<file path="src/rtl/reg_file_pkg.sv">
// Shared constants, sizing helper and types for the reg_file_sb register file.
package reg_file_pkg;

  localparam int REGF_W  = 16;
  localparam int REGF_D  = 4;
  localparam int REGF_NR = 2;

  // Bits needed to count from 0 up to n_regs inclusive.
  function automatic int cnt_width(input int n_regs);
    return $clog2(n_regs) + 1;
  endfunction

  typedef logic [2**REGF_D-1:0] busy_vec_t;

endpackage

</file>
<file path="src/rtl/reg_scoreboard.sv">
// Per-register busy scoreboard: set/clear/flush priority, running busy count,
// Full flag and a combinational busy lookup for every read port.
module reg_scoreboard
  import reg_file_pkg::*;
#(
  parameter int D  = REGF_D,
  parameter int NR = REGF_NR
) (
  input  logic                          clk_i,
  input  logic                          rst_i,
  input  logic                          set_i,
  input  logic [D-1:0]                  set_reg_i,
  input  logic                          clr_i,
  input  logic [D-1:0]                  clr_reg_i,
  input  logic                          flush_i,
  input  logic [NR*D-1:0]               rd_addr_i,
  output logic [NR-1:0]                 rd_busy_o,
  output logic [cnt_width(2**D)-1:0]    count_o,
  output logic                          full_o
);

  localparam int N  = 2**D;
  localparam int CW = cnt_width(N);

  logic [N-1:0]  busy_q, busy_d;
  logic [CW-1:0] count_q, count_d;
  logic          set_v, clr_v, inc, dec;

  // NOTE: every signal driven here is given a value before any branch, so no latch is inferred.
  always_comb begin
    set_v  = set_i && (set_reg_i != '0);
    clr_v  = clr_i && (clr_reg_i != '0);
    busy_d = busy_q;
    inc    = 1'b0;
    dec    = 1'b0;
    if (flush_i) begin
      busy_d = '0;
    end else begin
      // Set is applied after clear so the new producer wins on a shared register.
      if (clr_v) busy_d[clr_reg_i] = 1'b0;
      if (set_v) busy_d[set_reg_i] = 1'b1;
      inc = set_v && !busy_q[set_reg_i];
      dec = clr_v && busy_q[clr_reg_i] && !(set_v && (set_reg_i == clr_reg_i));
    end
    count_d = flush_i ? '0 : count_q + CW'(inc) - CW'(dec);
  end

  // NOTE: state registers use non-blocking assignments so all flops update together at the edge.
  always_ff @(posedge clk_i or posedge rst_i) begin
    if (rst_i) begin
      busy_q  <= '0;
      count_q <= '0;
    end else begin
      busy_q  <= busy_d;
      count_q <= count_d;
    end
  end

  always_comb begin
    rd_busy_o = '0;
    for (int i = 0; i < NR; i++) begin
      rd_busy_o[i] = busy_q[rd_addr_i[i*D +: D]];
    end
  end

  assign count_o = count_q;
  assign full_o  = (count_q == CW'(N - 1));

endmodule

</file>
<file path="src/rtl/reg_file_sb.sv">
// Register file with NR combinational read ports, one write port and a busy scoreboard.
// Define REG_FILE_BYPASS_EN to forward same-cycle write data to matching read ports.
module reg_file_sb
  import reg_file_pkg::*;
#(
  parameter int W  = REGF_W,
  parameter int D  = REGF_D,
  parameter int NR = REGF_NR
) (
  input  logic              CLK,
  input  logic              Reset,
  input  logic              RegWrite,
  input  logic [D-1:0]      writeReg,
  input  logic [W-1:0]      writeValue,
  input  logic [NR*D-1:0]   srcAddr,
  output logic [NR*W-1:0]   ReadData,
  output logic [NR-1:0]     ReadBusy,
  input  logic              BusySet,
  input  logic [D-1:0]      BusyReg,
  input  logic              Flush,
  output logic [D:0]        BusyCount,
  output logic              Full
);

  logic [W-1:0]  regs_q [2**D];
  logic [NR-1:0] sb_busy;

  // NOTE: the data array is asynchronously reset because every register must read 0 during Reset.
  always_ff @(posedge CLK or posedge Reset) begin
    if (Reset) begin
      for (int r = 0; r < 2**D; r++) regs_q[r] <= '0;
    end else if (RegWrite && (writeReg != '0)) begin
      regs_q[writeReg] <= writeValue;
    end
  end

  reg_scoreboard #(.D(D), .NR(NR)) u_sb (
    .clk_i     (CLK),
    .rst_i     (Reset),
    .set_i     (BusySet),
    .set_reg_i (BusyReg),
    .clr_i     (RegWrite),
    .clr_reg_i (writeReg),
    .flush_i   (Flush),
    .rd_addr_i (srcAddr),
    .rd_busy_o (sb_busy),
    .count_o   (BusyCount),
    .full_o    (Full)
  );

  for (genvar i = 0; i < NR; i++) begin : g_rd
    logic [D-1:0] addr;
    logic [W-1:0] stored;
    assign addr   = srcAddr[i*D +: D];
    assign stored = (addr == '0) ? '0 : regs_q[addr];
`ifdef REG_FILE_BYPASS_EN
    logic hit;
    // Forwarding is suppressed under Reset so every output still reads 0.
    assign hit = RegWrite && !Reset && (addr != '0) && (writeReg == addr);
    assign ReadData[i*W +: W] = hit ? writeValue : stored;
    assign ReadBusy[i]        = hit ? (BusySet && (BusyReg == writeReg)) : sb_busy[i];
`else
    assign ReadData[i*W +: W] = stored;
    assign ReadBusy[i]        = sb_busy[i];
`endif
  end

endmodule

</file>
<file path="config.mk">
export PLATFORM = sky130hd
export DESIGN_NAME = reg_file_sb
export DESIGN_NICKNAME = d
export VERILOG_FILES = /design/src/rtl/reg_file_pkg.sv /design/src/rtl/reg_scoreboard.sv /design/src/rtl/reg_file_sb.sv
export SDC_FILE = /design/constraint.sdc
export NUM_CORES = 1
export LEC_CHECK = 0
export ABC_CLOCK_PERIOD_IN_PS = 28400
export CAP_MARGIN = 25
export CORE_MARGIN = 3
export CORE_UTILIZATION = 58
export CTS_CLUSTER_SIZE = 8
export DETAILED_ROUTE_END_ITERATION = 10
export GPL_TIMING_DRIVEN = 0
export PLACE_DENSITY = 0.74
export REMOVE_ABC_BUFFERS = 1
export SYNTH_ARGS = -nofsm -noshare
export SYNTH_HDL_FRONTEND = slang
export SYNTH_SLANG_ARGS = --single-unit
</file>
<file path="constraint.sdc">
create_clock -name CLK -period 28.4 [get_ports CLK]
set_clock_uncertainty 0.2 [all_clocks]
set_input_delay 7.1 -clock CLK [delete_from_list [all_inputs] [get_ports CLK]]
set_output_delay 7.1 -clock CLK [all_outputs]
set_load 0.02 [all_outputs]
</file>
; ---- Word-level counts from Yosys, hierarchy flattened
; Cells that the tools add are included.
[totals]
rom_bits = 0
latchBits = 0
ramBits = 0
regBits = 277
out_inout_bits = 40
memories = 0
[classes]
n_addsub = 2
mux = 30
bitwise = 6
div = 0
n_eq_ne = 2
magnitude_cmp = 10
reduce_logical = 15
multipliers = 0
shifts = 0
[op_table]
columns = operator, count
row1 = 256-bit bitwise mux, 1
row2 = 16-bit 2-to-1 mux, 11
row3 = 16-bit binary-select mux with 4-bit select, 2
row4 = 16-bit demux with 4-bit select, 1
row5 = 4-bit by 5-bit < comparator with 1-bit output (second input constant), 4
row6 = 16-bit AND, 1
row7 = 1-bit binary-select mux with 4-bit select, 4
row8 = 16-bit inverter, 1
row9 = 16-bit bitwise OR, 1
row10 = 5-bit greater-or-equal comparator (second input constant), 3
row11 = 4-bit inverter with 5-bit output, 3
row12 = 1-bit logical AND, 9
row13 = 1-bit demux with 4-bit select, 2
row14 = 4-bit by 1-bit greater-or-equal comparator with 1-bit output (second input constant), 2
row15 = 4-bit logical NOT, 2
row16 = 1-bit 2-to-1 mux, 8
row17 = 4-bit nonzero test, 2
row18 = 5-bit by 1-bit adder with 5-bit output, 1
row19 = 5-bit by 4-bit equality test with 1-bit output (second input constant), 1
row20 = 5-bit by 1-bit < comparator with 1-bit output (second input constant), 1
row21 = 5-bit 2-to-1 mux, 1
row22 = 5-bit by 1-bit subtractor with 5-bit output, 1
row23 = 4-bit equality test, 1
row24 = 1-bit logical NOT, 2

; ---- Longest topological paths before layout
[logic_depth]
ltp_word = 11
mapped_depth = 14
depth_no_buf = 13

; ---- By module
; From an unflattened synthesis, not the netlist that was laid out.
[hier_totals]
hier_cells = 1057
hier_area_um2 = 14918.1
[by_module_without_submodules]
columns = module, n_inst, area_each_um2, seq_area_each_um2, cells_each
row1 = reg_file_sb, 1, 13259.0, 6055.8, 897
row2 = reg_scoreboard, 1, 1659.1, 525.5, 160

; ---- Worst setup path after synthesis
; No wires, ideal clock.
[synth_timing]
kind = input to output
start = input port srcAddr[0]
end = output port ReadData[1]
arrival_ns = 8.547
stages = 7
n_path_buf = 3
t_required_ns = 21.100
path_slack_ns = 12.553
cell_sequence = buf_2 > buf_6 > buf_4 > mux2i_1 > a221oi_1 > a21oi_1 > o21ai_0
[synth_via]
elab_chain_cells = 5
[synth_rtl]
columns = element, line_no
row1 = from (decl), reg_file_sb.sv:15  ; input logic [NR*D-1:0] srcAddr,
row2 = 4-bit inverter with 5-bit output (not written as such), reg_file_sb.sv:55  ; assign stored = (addr == '0) ? '0 : regs_q[addr];
row3 = 16-bit binary-select mux with 4-bit select, reg_file_sb.sv:55
row4 = 16-bit 2-to-1 mux (not written as such) (2 in series), reg_file_sb.sv:55
row5 = 16-bit 2-to-1 mux (*), reg_file_sb.sv:55
row6 = to (decl), reg_file_sb.sv:16  ; output logic [NR*W-1:0] ReadData,
; Mark *: on every way between the ends. The rest lies on a longest branch, timed or not. The select of a mux whose other input is x is not followed.

; ---- Worst setup path after layout
[layout_timing]
start = input port srcAddr[2]
end = output port ReadData[8]
; Same word-level chain as after synthesis.

==> results.txt <==
----------------------------------------------------
[Status]
  Run status ... finished, final reports clean

[Pwr]
  Leak pwr ... 0.007322 uW
  Maximum resistive drop on vdd ... 0.00006338 V
  Power density relative to cell area ... 70.67 mW/mm^2
  Post-layout power ... 1234 uW

[Logic synthesis]
  Yosys warnings ... 0
  Register area share after synthesis ... 0.4509
  Number of synthesized flops with an enable pin ... 0
  Flops & latches, synth ... 277
  Top post-synthesis cells by count ... sky130_fd_sc_hd__dfrtp_1 (277), sky130_fd_sc_hd__mux2_2 (215), sky130_fd_sc_hd__mux4_2 (103)
  Async SR Flop Fraction ... 1.000
  Area of the mapped netlist ... 0.01537 mm^2
  Syn_area_per_cell ... 13.58 um^2
  Largest cells by area after synthesis ... sky130_fd_sc_hd__dfrtp_1 (45%), sky130_fd_sc_hd__mux2_2 (16%), sky130_fd_sc_hd__mux4_2 (15%), sky130_fd_sc_hd__mux2i_1 (4.9%), sky130_fd_sc_hd__mux2_4 (2.6%)
  Synth unique cells ... 46
  Most used flip-flop cell after synthesis ... sky130_fd_sc_hd__dfrtp_1
  Area share of the leading cell type in the synthesized netlist ... 0.4509
  Count of mapped cells out of synthesis ... 1132
  Post-synth top area cell ... sky130_fd_sc_hd__dfrtp_1
  Leading cell type by number of instances after synthesis ... sky130_fd_sc_hd__dfrtp_1

[Job]
  Number of max-capacitance violations reported ... 0

[Cells and area]
  Antenna diodes ... 0
  Proportion of layout cells with a drive suffix above 1 ... 0.3736
  Fillers ... 1800
  Synth-to-layout area growth ... 13.63%
  Nets ... 1201

[Routing]
  Iteration count of the initial detailed-routing pass ... 5
  Routed wire per std cell ... 26.87 um
  Remaining number of nets flagged by the antenna check after routing ... 0
  Residual DRC ... 0
  Total via count in the routed design ... 10230
  Post-detailed-routing wire length ... 40000 um
  Routed via count divided by cell count ... 6.868
  Initial DRC count ... 965

[CTS]
  TritonCTS clock tree ... built
  Count of hold buffers inserted by post-cts repair ... 0
  Root buffer cell ... sky130_fd_sc_hd__clkbuf_16
  Clock tree buffer depth ... 3
  Number of buffers created by CTS ... 40
  Number of setup buffers added after CTS ... 0
  Number of levels the H-tree was split into ... 2
  Clk pin slew, worst setup/hold paths ... 0.05 ns
  Post-cts resize count ... 0
  Clk_lat worst skew ... 0.51 ns
  TritonCTS sink count ... 277

[Floorplan]
  Initial cell density of the core ... 0.6001
  Vertical die dimension ... 168.8 um
  Number of top-level pins ... 77
  Area of the placeable core ... 0.02562 mm^2
  Total Die Area ... 0.02849 mm^2
  Row cnt ... 58
  Horizontal extent of the die ... 168.8 um

[Critical path]
  CP Data Arrival Time ... 10.73 ns
  RR Startpoint ... u_sb.busy_q[4]
  CP Max Fanout ... 19
  Worst setup path category ... primary input to output port
  Critical path launch point type ... primary input
  Data required, critical path ... 21.10 ns
  Critical Path Sink Type ... output port
  CP Launch Point ... srcAddr[2]

[Placement]
  Placer Congestion ... 0.8203
  Count of input and output buffers ... 76
  HPWL after DPL ... 24100 um

[Global routing]
  Largest net degree at the start of global routing ... 104
  Number of antenna violations at the first check in global routing ... 0
  First-pass GRT wire length ... 61930 um
  Via count of the first global-routing pass ... 10580
  Total Routing Usage GR ... 0.2815
  Global route total overflow ... 0

[Timing]
  Tmin final ... 18.03 ns
  Slew margin rel. ... 0.2817
  Count of final setup violators ... 0
  Peak clock frequency supported by timing ... 55.45 MHz
  Setup repair after global routing missed its margin ... no
  Aggregate negative setup slack ... 0 ns
  Final period util ... 0.6350
  Actual transition at the worst max-transition pin ... 1.075 ns
  Final Hold Violating Endpoints ... 0
  Final Max Slew Viols ... 0

[Worst hold path]
  Worst hold start ... regs_q[249]
  Hold Path Class ... register to register

----------------------------------------------------
[per-layer routing]
layer	wire, um	GRT usage	share of wire	vias to the layer above
met3	3283	0.06165	0.082	98
met4	1281	0.09392	0.032	0
met1	17100	0.4112	0.43	5350
li1	-	-	-	4333
met2	18340	0.4249	0.46	446
met5	0	0	0	-
[cells in the final DEF (no fill, tap or decap), types with 5 or more instances in the layout]
cell type                         synthesis  layout
sky130_fd_sc_hd__nor2_2                   9       9
sky130_fd_sc_hd__buf_8                    0       9
sky130_fd_sc_hd__clkbuf_16                0      41
sky130_fd_sc_hd__inv_1                   27      26
sky130_fd_sc_hd__nor2_1                  19      17
sky130_fd_sc_hd__nor2b_1                 12      11
sky130_fd_sc_hd__a32oi_1                 13      13
sky130_fd_sc_hd__clkdlybuf4s50_1          0      72
sky130_fd_sc_hd__nand2_1                 46      46
sky130_fd_sc_hd__dfrtp_1                277     277
sky130_fd_sc_hd__nand4_1                  9       9
sky130_fd_sc_hd__o221ai_1                 6       6
sky130_fd_sc_hd__mux2_2                 215     215
sky130_fd_sc_hd__nor3_1                   5       5
sky130_fd_sc_hd__o32ai_1                  9       9
sky130_fd_sc_hd__a211oi_1                23      23
sky130_fd_sc_hd__a221oi_1                26      26
sky130_fd_sc_hd__mux4_2                 103     103
sky130_fd_sc_hd__o21ai_0                  6       6
sky130_fd_sc_hd__a21oi_1                 60      60
sky130_fd_sc_hd__mux2_4                  27      27
sky130_fd_sc_hd__ha_1                     6       6
sky130_fd_sc_hd__mux2i_1                 76      76
sky130_fd_sc_hd__buf_16                   0      10
[registers in the layout (all words and copies together), names as in the netlist]
| register | count |
|---|---|
| u_sb.count_o | 5 |
| u_sb.busy_q | 16 |
| regs_q | 256 |
[power by group]
part | leakage (uW) | internal (uW) | switching (uW) | total, uW
clock network | 0.000518 | 253 | 162 | 414
logic | 0.00335 | 165 | 116 | 282
registers | 0.00346 | 478 | 60.6 | 538
total | 0.00732 | 896 | 338 | 1230
[final cells by class]
cell class / instances / area, um^2 / area share
tap: 330 / 412.9 / 0.02364
inverter: 30 / 120.1 / 0.006877
clock inverter: 3 / 22.52 / 0.001289
multi-input combinational: 711 / 7770 / 0.4448
clock buffer: 41 / 1026 / 0.05874
timing repair buffer: 97 / 1184 / 0.06777
sequential: 277 / 6932 / 0.3968
[path summary, 6_finish.rpt]
path,endpoint,slack (ns),depth (start not counted)
max,ReadData[8],10.37,5
min in group asynchronous,regs_q[142],6.88,2
max in group asynchronous,regs_q[128],19.76,4
max reg2reg,u_sb.count_o[4],25.15,13
min,regs_q[249],0.17,0
min reg2reg,regs_q[249],0.17,0
[critical path: stages]
cell,delay [ns]
sky130_fd_sc_hd__clkdlybuf4s50_1,1.11
sky130_fd_sc_hd__buf_16,0.23
sky130_fd_sc_hd__clkinv_1,0.78
sky130_fd_sc_hd__o21ai_0,0.77
sky130_fd_sc_hd__clkdlybuf4s50_1,0.72
[cell families (layout without fill, tap and decap cells)]
group,after synthesis,in the layout,share of synthesized area
muxes,421,421,0.3843
DFF,277,277,0.4509
adders and majority gates,7,7,0.006186
and+or+nand+nor,129,129,0.04395
AOI/OAI and AO/OA,149,149,0.06650
xor gates and xnor gates,5,5,0.002849
buffers and inverters,144,171,0.04534
[metrics by stage]
step                      area (um^2)  instances  hold slack, ns    util  setup slack [ns]
after CTS                       17470       1489          0.1746  0.6818             10.58
after global routing            17470       1489          0.1773  0.6818             10.43
after detailed placement        16420       1445          0.1632  0.6409             10.59
after global placement          15960       1424          0.1607  0.6231             5.501
final                           17470       1489          0.1710  0.6818             10.37
after floorplan                 14790       1018          0.1494       -             12.65
Note: power is estimated with default switching activity, not from simulation.
